`src/rtl/pipe_pkg.sv`:
```
// Shared definitions for the micropipeline injection arbiter and stages.
// State encodings, default data width and round-robin selection.
package pipe_pkg;

    localparam int W_DEF = 3;

    localparam logic [1:0] IDLE        = 2'd0;
    localparam logic [1:0] SETUP       = 2'd1;
    localparam logic [1:0] WAIT_ACK_HI = 2'd2;
    localparam logic [1:0] WAIT_ACK_LO = 2'd3;

    // First set bit of valid scanning upward from last+1, modulo n (n <= 8).
    function automatic logic [2:0] next_rr(
        input logic [7:0] valid,
        input logic [2:0] last,
        input int         n
    );
        logic [2:0] sel;
        bit         found;
        int         idx;
        sel   = last;
        found = 1'b0;
        for (int k = 1; k <= 8; k++) begin
            if (!found && k <= n) begin
                idx = (int'(last) + k) % n;
                if (valid[idx[2:0]]) begin
                    sel   = idx[2:0];
                    found = 1'b1;
                end
            end
        end
        return sel;
    endfunction

endpackage

```
`src/rtl/sync_ff.sv`:
```
// Multi-flop synchroniser for a single asynchronous level.
// Synchronous active-high reset clears every stage.
module sync_ff #(
    parameter int STAGES = 2
) (
    input  logic clk,
    input  logic rst,
    input  logic d,
    output logic q
);

    logic [STAGES-1:0] r;

    always_ff @(posedge clk) begin
        if (rst) r <= '0;
        else     r <= {r[STAGES-2:0], d};
    end

    assign q = r[STAGES-1];

endmodule

```
`src/rtl/pipe_inject_arbiter.sv`:
```
// Round-robin injector of clocked requester words into the head of an
// asynchronous micropipeline using a 4-phase bundled-data handshake.
module pipe_inject_arbiter
    import pipe_pkg::*;
#(
    parameter int N           = 2,
    parameter int W           = W_DEF,
    parameter int SYNC_STAGES = 2,
    parameter int CNT_W       = 16
) (
    input  logic                 clk,
    input  logic                 rst,
    input  logic [N-1:0]         src_valid,
    input  logic [N*W-1:0]       src_data,
    output logic [N-1:0]         src_ready,
    output logic                 req_out,
    output logic [W-1:0]         data_out,
    input  logic                 ack_in,
    output logic [$clog2(N)-1:0] grant_id,
    output logic                 busy,
    output logic [CNT_W-1:0]     tokens_sent
);

    localparam int GW = $clog2(N);

    logic [1:0] state;
    logic       ack_s;
    logic [2:0] nxt;

    sync_ff #(.STAGES(SYNC_STAGES)) u_ack_sync (
        .clk (clk),
        .rst (rst),
        .d   (ack_in),
        .q   (ack_s)
    );

    assign nxt  = next_rr(8'(src_valid), 3'(grant_id), N);
    assign busy = (state != IDLE);

    always_ff @(posedge clk) begin
        if (rst) begin
            state       <= IDLE;
            req_out     <= 1'b0;
            data_out    <= '0;
            src_ready   <= '0;
            grant_id    <= GW'(N - 1);
            tokens_sent <= '0;
        end else begin
            src_ready <= '0;
            case (state)
                IDLE: begin
                    // A stale ack from the previous token blocks new grants.
                    if (|src_valid && !ack_s) begin
                        data_out            <= src_data[int'(nxt)*W +: W];
                        grant_id            <= nxt[GW-1:0];
                        src_ready[nxt[GW-1:0]] <= 1'b1;
                        state               <= SETUP;
                    end
                end
                SETUP: begin
                    req_out <= 1'b1;
                    state   <= WAIT_ACK_HI;
                end
                WAIT_ACK_HI: begin
                    if (ack_s) begin
                        req_out <= 1'b0;
                        state   <= WAIT_ACK_LO;
                    end
                end
                default: begin
                    if (!ack_s) begin
                        tokens_sent <= tokens_sent + 1'b1;
                        state       <= IDLE;
                    end
                end
            endcase
        end
    end

endmodule

```
`config.mk`:
```
export PLATFORM = sky130hd
export DESIGN_NAME = pipe_inject_arbiter
export DESIGN_NICKNAME = d
export VERILOG_FILES = /design/src/rtl/pipe_pkg.sv /design/src/rtl/sync_ff.sv /design/src/rtl/pipe_inject_arbiter.sv
export SDC_FILE = /design/constraint.sdc
export NUM_CORES = 1
export LEC_CHECK = 0
export ABC_AREA = 1
export ABC_CLOCK_PERIOD_IN_PS = 1400
export BUFFER_PORTS_ARGS = -buffer_cell sky130_fd_sc_hd__clkbuf_2
export CAP_MARGIN = 0
export CORE_ASPECT_RATIO = 0.9
export CORE_UTILIZATION = 40
export CTS_BUF_LIST = sky130_fd_sc_hd__clkbuf_8 sky130_fd_sc_hd__clkbuf_16
export DETAILED_ROUTE_END_ITERATION = 7
export GPL_TIMING_DRIVEN = 0
export PLACE_DENSITY = 0.68
export SYNTH_ARGS = -nofsm -noshare
export SYNTH_HDL_FRONTEND = slang
export SYNTH_HIERARCHICAL = 1
export SYNTH_SLANG_ARGS = --single-unit
```
`constraint.sdc`:
```
create_clock -name clk -period 1.4 [get_ports clk]
set_input_delay 0.14 -clock clk [delete_from_list [all_inputs] [get_ports clk]]
set_output_delay 0.14 -clock clk [all_outputs]
set_load 0.1 [all_outputs]
```
After elaboration in Yosys (flattened, before gate mapping)
Index checks and enable logic that the tools add are counted.
Widths: inputs -> output; s select.
Word-level totals
  logic and storage cells: 56
  output and inout bits: 24
  bits of input ports: 11
  flip-flop bits (word level): 27
Operators by class
  mux-type cells: 16
  $lt $le $gt $ge: 4
  add/subtract/negate cells: 3
  reduce and logical (&&, ||, !) cells: 13
  equality and inequality tests: 5
  bitwise gates (word level): 6
  shift operators: 1
  $mul: 1
Operator list (count)
  $add 16x1->16 const B: 1
  $mux 3: 3
  $lt 3x4->1 const B: 2
  $mux 2: 3
  $pmux 2 s3: 1
  $reduce_and 2->1: 3
  $reduce_or 3->1: 2
  $shiftx 6x6->3: 1
  $mul 3x2->5 const B: 1
  $mux 1: 5
  $bmux 1 s2: 2
  $ne 4x4->1 const B: 1
  $not 1->1: 4
  $reduce_bool 2->1: 2
  $reduce_and 3->1: 1
  $add 1x1->1 const B: 2
  $and 1x1->1 const A: 2
  $eq 2x1->1 const B: 1
  $eq 2x2->1 const B: 1
  $logic_and 1x1->1: 2
  $logic_not 2->1: 1
  $lt 1x2->1 const B: 1
  $ne 2x1->1 const B: 1
  $ne 2x2->1 const B: 1
  5 further kinds: 5

Logic depth before layout (Yosys ltp)
Gate-level depths: netlist (run 1).
  depth in word-level cells: 11
  depth in mapped cells: 8
  gate-level depth less buffers: 8

Modules after synthesis
Netlist (run 1), hierarchy kept.
Modules (own cells, without submodules)
  pipe_inject_arbiter: times used 1, cells each 180, area an instance 1311.3 um2
  sync_ff: times used 1, cells each 6, area an instance 55.1 um2

Worst setup path after synthesis (run 1)
OpenSTA, ideal clock, no wires.
  path kind: register -> register
  start point: reg tokens_sent[0]
  end point: reg tokens_sent[8]
  setup time: 0.114 ns
  arrival time: 1.845 ns
  cell stages (with the launch flop): 7
  path slack: -0.559 ns
  path through: dfxtp_1 -> ha_1 -> nand3_1 -> nor3_4 -> nand2_1 -> o21ai_1 -> nor2_1
Between the ends
  cells in the longest elaborated chain, start to end: 1
Ends and longest elaborated chain
  start, declared: RTL line pipe_inject_arbiter.sv:21  | output logic [CNT_W-1:0] tokens_sent
  start signal, assigned: RTL line pipe_inject_arbiter.sv:72  | tokens_sent <= tokens_sent + 1'b1;
  $add 16x1->16: RTL line pipe_inject_arbiter.sv:72
Every way passes these cells.
A chain may end at the register's enable or synchronous reset.

Final worst setup path (run 1)
  start point: reg state[0]
  end point: out busy
Between the ends
  cells in the longest elaborated chain, start to end: 1
Ends and longest elaborated chain
  start, declared: RTL line pipe_inject_arbiter.sv:26  | logic [1:0] state;
  start signal, assigned: RTL line pipe_inject_arbiter.sv:42  | state <= IDLE;
  start signal, assigned: RTL line pipe_inject_arbiter.sv:57  | state <= SETUP;
  start signal, assigned: RTL line pipe_inject_arbiter.sv:62  | state <= WAIT_ACK_HI;
  $reduce_bool 2->1: RTL line pipe_inject_arbiter.sv:38  | assign busy = (state != IDLE);
  end, declared: RTL line pipe_inject_arbiter.sv:20  | output logic busy,
Every way passes these cells.

==> qor.csv, run 1 <==
stage;metric;value;unit
route;dr.pass1.iters;4;
floorplan;io_pins;35;
logic_synthesis;synth_common_cells;nand2_1 (39), nor2_1 (35), dfxtp_1 (27), inv_1 (22), nand3_1 (9);
power;finalPower;0.00272;W
floorplan;dieArea;0.00365;mm²
global_routing;grt_max_degree;15;
logic_synthesis;synth_edf_count;0;
power;p_int;0.00138;W
timing;skew;0.0100;ns
logic_synthesis;ys_top_cells_by_area;dfxtp_1 (40%), nand2_1 (11%), nor2_1 (9.6%), inv_1 (6.0%), ha_1 (4.6%);
cells_and_area;fin_util;54.9;%
clocking;clk_latency;0.28;ns
floorplan;die_width;63.6;µm
power;p_per_area;1570;mW/mm²
cells_and_area;final_cell_area;0.00174;mm²
power;seqPwrFrac;34.9;%
power;switching_share;49.0;%
logic_synthesis;mappedNetlistArea;0.00137;mm²
critical_path;setup.worst_path.class;reg -> out;
power;p_clk_share;16.3;%
cells_and_area;fillers;320;
global_routing;grt_pass1_vias;1136;
power;leakagePower;0.767;nW
clocking;cts_root_buffer;clkbuf_8;
logic_synthesis;synth_most_common_cell;nand2_1;
logic_synthesis;synth_area_leader_cell;dfxtp_1;
global_routing;grt_use_total;16.7;%
critical_path;end_kind;output port;
timing;fmax;754;MHz
route;wl;2710;µm
power;power_switching;0.00133;W
timing;hold_violations;0;
timing;layout_min_cycle_time;1.33;ns
critical_path;critical_path_required;1.26;ns
logic_synthesis;synthArstFlopShare;0;%
timing;rsz0062_at_grt;false;
route;vias_per_cell;4.67;
logic_synthesis;yosysTopAreaCellShare;39.6;%
logic_synthesis;ys_seq_elements;27;
floorplan;fp-row-count;19;
clocking;holdBufCountCts;0;
timing;holdWs;0.0498;ns
timing;tightestPinTransition;0.550;ns
placed_design;place_area;0.00167;mm²
placed_design;place.gp.congestion;0.764;
critical_path;cp-start-kind;flop;
logic_synthesis;yosysUniqueCellTypes;25;
hold_path;hold_path_class;in -> reg;
logic_synthesis;ys.flop_type;dfxtp_1;
logic_synthesis;seq_area_frac_synth;39.6;%
timing;max_slew_margin;63.5;%
floorplan;fp.dieH;57.4;µm
logic_synthesis;ys_warn_count;6;
floorplan;start_util;43.2;%
logic_synthesis;synth_nets;202;
clocking;clockBufferDepth;2;
route;drt_iter0_markers;38;
critical_path;critPathArrivalTime;1.19;ns
status;status;completed;
power;ir_worst_vdd;0.00149;V
global_routing;grt_pass1_wl;4830;µm
route;ant_nets;0;
timing;finalCritPeriodShare;94.7;%
placed_design;portBuffers;34;
global_routing;grt-ovfl-total;0;
floorplan;core;0.00316;mm²
cells_and_area;n_antenna_cell;0;
global_routing;antenna_found_initial;0;
logic_synthesis;syn_area_per_cell;7.35;µm²
clocking;cts.sinks;27;
flow_run;cap_violations;0;
placed_design;pre_cts_slack;0.0446;ns
timing;slew_violations;0;
power;combPwrFrac;48.8;%
cells_and_area;drive_gt1_share;37.5;%
timing;setup_viol;0;
clocking;htreeDepth;1;
placed_design;dp_hpwl;2040;µm
critical_path;path_max_fanout;4;
clocking;cts_tree;done;
route;vias;1243;
clocking;cts_made_buffers;3;
timing;setup_ws;0.0743;ns
logic_synthesis;syn_inst;186;
cells_and_area;nNetsFinal;241;
clocking;clkTransAtPathRegs;0.09;ns
route;wl_per_cell;10.2;µm
cells_and_area;syn2layout_area_growth;27.0;%
route;post-route-drc-count;0;
==> stage by stage <==
stage | cells | setup TNS (ns)
after detailed placement | 262 | 0
after global routing | 266 | 0
after CTS | 266 | 0
final | 266 | 0
after global placement | 262 | 0
after floorplan | 186 | -1.11
==> power groups by stage <==
stage | sequential [W] | combinational (W) | clock, W
2_1_floorplan | 0.00144 | 0.000611 | 0
3_3_place_gp | 0.000958 | 0.00127 | 0
3_5_place_dp | 0.000957 | 0.00128 | 0
4_1_cts | 0.000941 | 0.00131 | 0.000459
5_1_grt | 0.000968 | 0.00142 | 0.000479
6_report | 0.000950 | 0.00133 | 0.000442
==> worst paths after layout <==
check | startpoint | to | slack [ns] | cells after the start
hold reg to reg | u_ack_sync/r[0] | u_ack_sync/r[1] | 0.41 | 2
setup reg to reg | state[0] | tokens_sent[14] | 0.12 | 8
setup / recovery | state[0] | busy | 0.07 | 4
hold / removal | rst | u_ack_sync/r[1] | 0.05 | 2
==> area by class of cell <==
type                            count  area, µm²  share of cell area, %
Buffer                              2       10.0                  0.577
Clock inverter                      1       3.75                  0.216
Clock buffer                        3       41.3                   2.38
Tap cell                           42       52.6                   3.03
Multi-Input combinational cell    133        761                   43.8
Inverter                           24       93.8                   5.41
Sequential cell                    27        593                   34.2
Timing Repair Buffer               34        180                   10.4
==> worst max-delay path, cell delays in order, from the launching register on <==
cell	delay (ns)
dfxtp_4	0.37
inv_2	0.08
ha_4	0.16
clkinvlp_4	0.12
buf_8	0.19
==> layer usage <==
layer / share of wire, % / wire length, µm / global-route usage (%)
met1: 49 / 1330 / 21.2
met4: 0.63 / 17 / 2.92
met5: 0 / 0 / 0
met2: 46 / 1230 / 28.4
met3: 4.7 / 128 / 4.60
==> registers in the layout, indices dropped and copies added (netlist names) <==
name,flops
src_ready,2
state,2
tokens_sent,16
grant_id,1
req_out,1
u_ack_sync/r,2
data_out,3
==> what timing repair did <==
| item | 4_1_cts | 5_1_grt |
|---|---|---|
| resized for setup | 2 | 5 |
| setup buffers | 0 | 0 |
| pin swaps | 0 | 0 |
| setup endpoints to repair | 1 | 9 |
==> cell usage in the layout (no fill, tap or decap), drive strengths merged <==
| master | netlist | routed |
|---|---|---|
| o21ai | 9 | 9 |
| dfxtp | 27 | 27 |
| or2 | 1 | 1 |
| o21bai | 1 | 1 |
| nor2 | 44 | 44 |
| nand3 | 12 | 12 |
| inv | 24 | 24 |
| xor2 | 3 | 3 |
| nand2 | 41 | 41 |
| nand4 | 4 | 4 |
| a21oi | 7 | 7 |
| o211ai | 4 | 4 |
| nor3 | 1 | 1 |
| clkinvlp | 0 | 1 |
| clkbuf | 1 | 37 |
| a31oi | 1 | 1 |
| buf | 1 | 2 |
| ha | 5 | 5 |
==> logic make-up (layout without fill, tap and decap cells) <==
logic type / count (synthesis) / count (layout) / share of synthesized area, %
XOR/XNOR: 3 / 3 / 1.92
buffers and inverters: 26 / 64 / 7.33
AND/OR/NAND/NOR: 103 / 103 / 37.0
adder cells (fa/ha/maj): 5 / 5 / 4.58
flip-flops: 27 / 27 / 39.6
AO/OA/AOI/OAI: 22 / 22 / 9.62
(Power assumes the default switching activity.)
==> inputs of run 2 (changes only) <==
CTS_CLUSTER_SIZE = 40   (was not set)
HOLD_SLACK_MARGIN = 0.1   (was not set)
==> run 2 against run 1 <==
Clock-buffer cell count stayed put. Combinational power hardly changed. Sequential power hardly changed. Highest routed layer unchanged. Via count is 1.0% higher. Largest power group unchanged. Wire length is 0.92% higher. Final cell count is 1.1% higher. Sequential cell count stayed put. Critical path depth stayed put. Setup slack worse by 0.0010 ns.
==> qor.csv, run 2 (same netlist as run 1, synthesis figures left out) <==
stage;metric;value;unit
clocking;clkTransAtPathRegs;0.09;ns
placed_design;dp_hpwl;2040;µm
route;wl_per_cell;10.2;µm
global_routing;grt_pass1_vias;1154;
route;dr.pass1.iters;4;
status;status;completed;
route;ant_nets;0;
route;vias_per_cell;4.67;
timing;tightestPinTransition;0.550;ns
clocking;clk_latency;0.28;ns
power;p_clk_share;16.3;%
hold_path;hold_start;src_valid[1];
power;finalPower;0.00273;W
route;post-route-drc-count;0;
critical_path;slowest_stage;dfxtp_4;
floorplan;fp-row-count;19;
cells_and_area;final_cells;269;
critical_path;r2r_cells;8;
cells_and_area;syn2layout_area_growth;29.2;%
power;ir_worst_vdd;0.00149;V
timing;layout_min_cycle_time;1.33;ns
hold_path;hold_path_class;in -> reg;
timing;fmax;754;MHz
route;wl;2730;µm
critical_path;crit_chain;inv_2 -> ha_4 -> clkinvlp_4 -> buf_8;
critical_path;reg2reg_from;state[0];
floorplan;fp.dieH;57.4;µm
cells_and_area;drive_gt1_share;37.0;%
global_routing;grt_pass1_wl;4870;µm
critical_path;regToRegSetupSlack;0.12;ns
placed_design;dp.cells;262;
timing;slew_violations;0;
critical_path;critPathArrivalTime;1.19;ns
floorplan;start_util;43.2;%
global_routing;grt_use_total;16.8;%
critical_path;path_max_fanout;4;
clocking;cts_tree;done;
global_routing;grt-ovfl-total;0;
timing;finalCritPeriodShare;94.8;%
cells_and_area;nNetsFinal;244;
power;seqPwrFrac;34.9;%
route;drt_iter0_markers;60;
floorplan;die_width;63.6;µm
power;leakagePower;0.781;nW
timing;setup_viol;0;
timing;hold_violations;0;
cells_and_area;top_register;tokens_sent;
critical_path;cp-start-kind;flop;
cells_and_area;final_common_cell;nand2_1;
cells_and_area;largest_reg_flops;16;
timing;max_slew_margin;63.5;%
global_routing;antenna_found_initial;0;
placed_design;portBuffers;34;
clocking;cts.sinks;27;
clocking;htreeDepth;1;
timing;rsz0062_at_grt;false;
cells_and_area;largest_registers;tokens_sent (16), data_out (3);
flow_run;cap_violations;0;
critical_path;setup.worst_path.class;reg -> out;
floorplan;dieArea;0.00365;mm²
clocking;cts_root_buffer;clkbuf_8;
timing;skew;0.00917;ns
power;switching_share;49.0;%
cells_and_area;n_antenna_cell;0;
floorplan;core;0.00316;mm²
clocking;cts_made_buffers;3;
critical_path;rr_endpoint;tokens_sent[14];
critical_path;cp_slowest_stage_delay;0.37;ns
cells_and_area;final_cell_mix;nand2_1 (38), nor2_1 (35), clkbuf_2 (34), inv_1 (20), dfxtp_4 (12);
power;p_int;0.00139;W
power;combPwrFrac;48.9;%
hold_path;min_path_cells;3;
power;p_per_area;1540;mW/mm²
critical_path;critical_path_required;1.26;ns
placed_design;place.gp.congestion;0.764;
floorplan;io_pins;35;
hold_path;hold_path_end;src_ready[1];
clocking;post_cts_buffers;0;
route;vias;1256;
critical_path;end_kind;output port;
timing;fin_setup_tns;0;ns
clocking;clockBufferDepth;2;
power;power_switching;0.00134;W
global_routing;grt_max_degree;15;
[run 2: final cells by class]
cell class | instances | area [µm²]
inverters | 24 | 93.8
repair buffers | 37 | 210
multi-input cells | 133 | 761
well taps | 42 | 52.6
clock inverters | 1 | 3.75
fillers | 314 | 1400
flip-flops and latches | 27 | 593
plain buffers | 2 | 10.0
clock buffers | 3 | 41.3
[run 2: stage by stage]
stage	hold WS, ns	utilization [%]	setup WS (ns)	instance area (µm²)
3_5_place_dp	0.337	52.8	0.0446	1670
6_report	0.188	55.8	0.0733	1770
5_1_grt	0.206	55.8	0.00635	1770
2_1_floorplan	0.211	-	-0.225	1450
3_3_place_gp	0.331	52.8	0.0551	1670
4_1_cts	0.184	55.4	0.0191	1750
[run 2: metal layers]
metal / wire, µm / share of wire [%] / GRT usage [%]
met1: 1330 / 49 / 21.2
met2: 1250 / 46 / 28.9
met3: 128 / 4.7 / 4.60
met4: 17 / 0.62 / 2.92
met5: 0 / 0 / 0
[run 2: what timing repair did]
action | CTS | global route
endpoints found under the hold margin | 2 | 0
resized for setup | 2 | 5
hold buffers | 3 | 0
setup endpoints to repair | 1 | 9
[run 2: worst max path at each step]
stage / startpoint / to / slack (ns) / cells past startpoint
floorplan: state[0] / grant_id / -0.22 / 7
global placement: state[1] / tokens_sent[15] / 0.06 / 8
detailed placement: state[1] / tokens_sent[15] / 0.04 / 8
CTS: state[1] / busy / 0.02 / 4
global route: state[0] / tokens_sent[14] / 0.006 / 8
finish: state[0] / busy / 0.07 / 4
[run 2: power by group through the flow]
| stage | Clock (W) | Sequential [W] | Combinational (W) |
|---|---|---|---|
| 3_5_place_dp | 0 | 0.000957 | 0.00128 |
| 2_1_floorplan | 0 | 0.00144 | 0.000611 |
| 6_report | 0.000443 | 0.000950 | 0.00133 |
| 4_1_cts | 0.000459 | 0.000941 | 0.00132 |
| 5_1_grt | 0.000479 | 0.000968 | 0.00143 |
| 3_3_place_gp | 0 | 0.000958 | 0.00127 |
[run 2: worst max-delay path: cells and delay by family, from the launching register on]
family / cells / cell delay, ns
buf+inv: 3 / 0.39
flops: 1 / 0.37
fa+ha+maj: 1 / 0.16
==> inputs of run 3 (changes only) <==
CTS_BUF_LIST = sky130_fd_sc_hd__clkbuf_4 sky130_fd_sc_hd__clkbuf_8   (was sky130_fd_sc_hd__clkbuf_8 sky130_fd_sc_hd__clkbuf_16)
==> run 3 against run 2 <==
Utilization grew 0.12 points. Clock-buffer cell count grew 1. Fmax is essentially flat. Clock skew shrank 0.0030 ns. Non-clock buffer count is the same. Final cell count is the same. Power grew 0.72%. Largest cell class unchanged. Critical path depth is the same. Clock power grew 4.5%. Via count is essentially flat. Worst hold slack is essentially flat.
==> qor.csv, run 3 (same netlist as run 1, synthesis figures left out) <==
stage;metric;value;unit
route;wl_per_cell;10.1;µm
timing;setup_ws;0.0723;ns
placed_design;place.gp.congestion;0.764;
global_routing;grt_max_degree;15;
cells_and_area;final_common_cell;nand2_1;
timing;skew;0.00618;ns
power;leakagePower;0.780;nW
power;seqPwrFrac;34.6;%
cells_and_area;regArea;593;µm²
timing;rsz0062_at_grt;false;
placed_design;portBuffers;34;
clocking;post_cts_buffers;0;
timing;tightestPinTransition;0.550;ns
placed_design;dp_hpwl;2040;µm
clocking;htreeDepth;1;
timing;fmax;753;MHz
floorplan;start_util;43.2;%
route;wl;2720;µm
timing;max_slew_margin;63.5;%
global_routing;grt-ovfl-total;0;
timing;setup_viol;0;
route;post-route-drc-count;0;
cells_and_area;syn2layout_area_growth;29.5;%
clocking;clkTransAtPathRegs;0.09;ns
timing;slew_violations;0;
status;status;completed;
route;dr.pass1.iters;3;
clocking;cts.sinks;27;
critical_path;setup.worst_path.class;reg -> out;
critical_path;cp-start-kind;flop;
critical_path;path_max_fanout;4;
cells_and_area;fillers;312;
cells_and_area;drive_gt1_share;37.4;%
global_routing;grt_pass1_vias;1154;
global_routing;antenna_found_initial;0;
critical_path;critical_path_required;1.26;ns
floorplan;fp-row-count;19;
floorplan;io_pins;35;
clocking;cts_root_buffer;clkbuf_8;
cells_and_area;top_register;tokens_sent;
floorplan;fp.dieH;57.4;µm
clocking;cts_tree;done;
cells_and_area;largest_registers;tokens_sent (16), data_out (3);
route;ant_nets;0;
power;switching_share;48.4;%
route;drt_iter0_markers;67;
clocking;clockBufferDepth;2;
critical_path;end_kind;output port;
power;combPwrFrac;48.5;%
route;vias_per_cell;4.67;
power;p_int;0.00142;W
cells_and_area;nNetsFinal;244;
placed_design;pre_cts_slack;0.0446;ns
floorplan;die_width;63.6;µm
floorplan;core;0.00316;mm²
timing;finalCritPeriodShare;94.8;%
cells_and_area;n_antenna_cell;0;
power;ir_worst_vdd;0.00149;V
timing;fin_setup_tns;0;ns
floorplan;dieArea;0.00365;mm²
clocking;clk_latency;0.27;ns
hold_path;hold_path_class;in -> reg;
power;finalPower;0.00274;W
timing;layout_min_cycle_time;1.33;ns
power;p_clk_share;16.9;%
cells_and_area;multi_input_comb_area;761;µm²
cells_and_area;final_cell_mix;nand2_1 (38), nor2_1 (35), clkbuf_2 (34), inv_1 (19), dfxtp_4 (12);
cells_and_area;largest_reg_flops;16;
global_routing;grt_use_total;16.8;%
clocking;cts_made_buffers;3;
power;power_switching;0.00133;W
global_routing;grt_pass1_wl;4870;µm
power;p_per_area;1550;mW/mm²
timing;hold_violations;0;
critical_path;critPathArrivalTime;1.19;ns
flow_run;cap_violations;0;
route;vias;1255;
run 3: cell count changes in the layout (fill, tap and decap cells not counted):
cell,delta
clkbuf_4,+1
inv_1,-1
run 3: cell type report:
cell class	count	area share (%)
multi-input combinational	133	43.0
sequential	27	33.5
timing repair buffer	37	11.9
inverter	24	5.30
tap	42	2.97
clock buffer	4	2.76
buffer	2	0.566
run 3: path summary, 6_finish.rpt:
path	start	to	slack (ns)	cells after the start
worst max-delay path	state[0]	busy	0.07	4
worst min-delay path	src_valid[1]	src_ready[1]	0.19	3
worst min register to register	u_ack_sync/r[0]	u_ack_sync/r[1]	0.41	2
worst max register to register	state[0]	tokens_sent[14]	0.12	8
run 3: routing by layer:
layer	routed length, µm	track usage (%)	vias to the layer above
li1	-	-	675
met3	128	4.60	2
met1	1320	21.2	551
met2	1260	28.9	27
met5	0	0	-
met4	17	2.92	0
run 3: critical path, cell delays in order, from the launching register on:
cell	delay (ns)
dfxtp_4	0.37
inv_2	0.08
ha_4	0.16
clkinvlp_4	0.12
buf_8	0.19
run 3: per-stage QoR:
step	hold WS (ns)	utilization, %	cell area [µm²]	instances
final	0.188	56.0	1770	269
after global routing	0.206	56.0	1770	269
after CTS	0.184	55.6	1760	269
after detailed placement	0.337	52.8	1670	262
after global placement	0.331	52.8	1670	262
after floorplan	0.211	-	1450	186
run 3: what timing repair did:
item                                    in CTS  in global routing
hold buffers                                 3                  0
endpoints found under the hold margin        2                  0
gates resized for setup                      2                  5
endpoints found under the setup margin       1                  9
run 3: power by group through the flow:
stage | Combinational (W) | Clock (W) | Sequential (W)
global placement | 0.00127 | 0 | 0.000958
floorplan | 0.000611 | 0 | 0.00144
CTS | 0.00132 | 0.000482 | 0.000941
global route | 0.00143 | 0.000504 | 0.000968
detailed placement | 0.00128 | 0 | 0.000957
finish | 0.00133 | 0.000463 | 0.000950
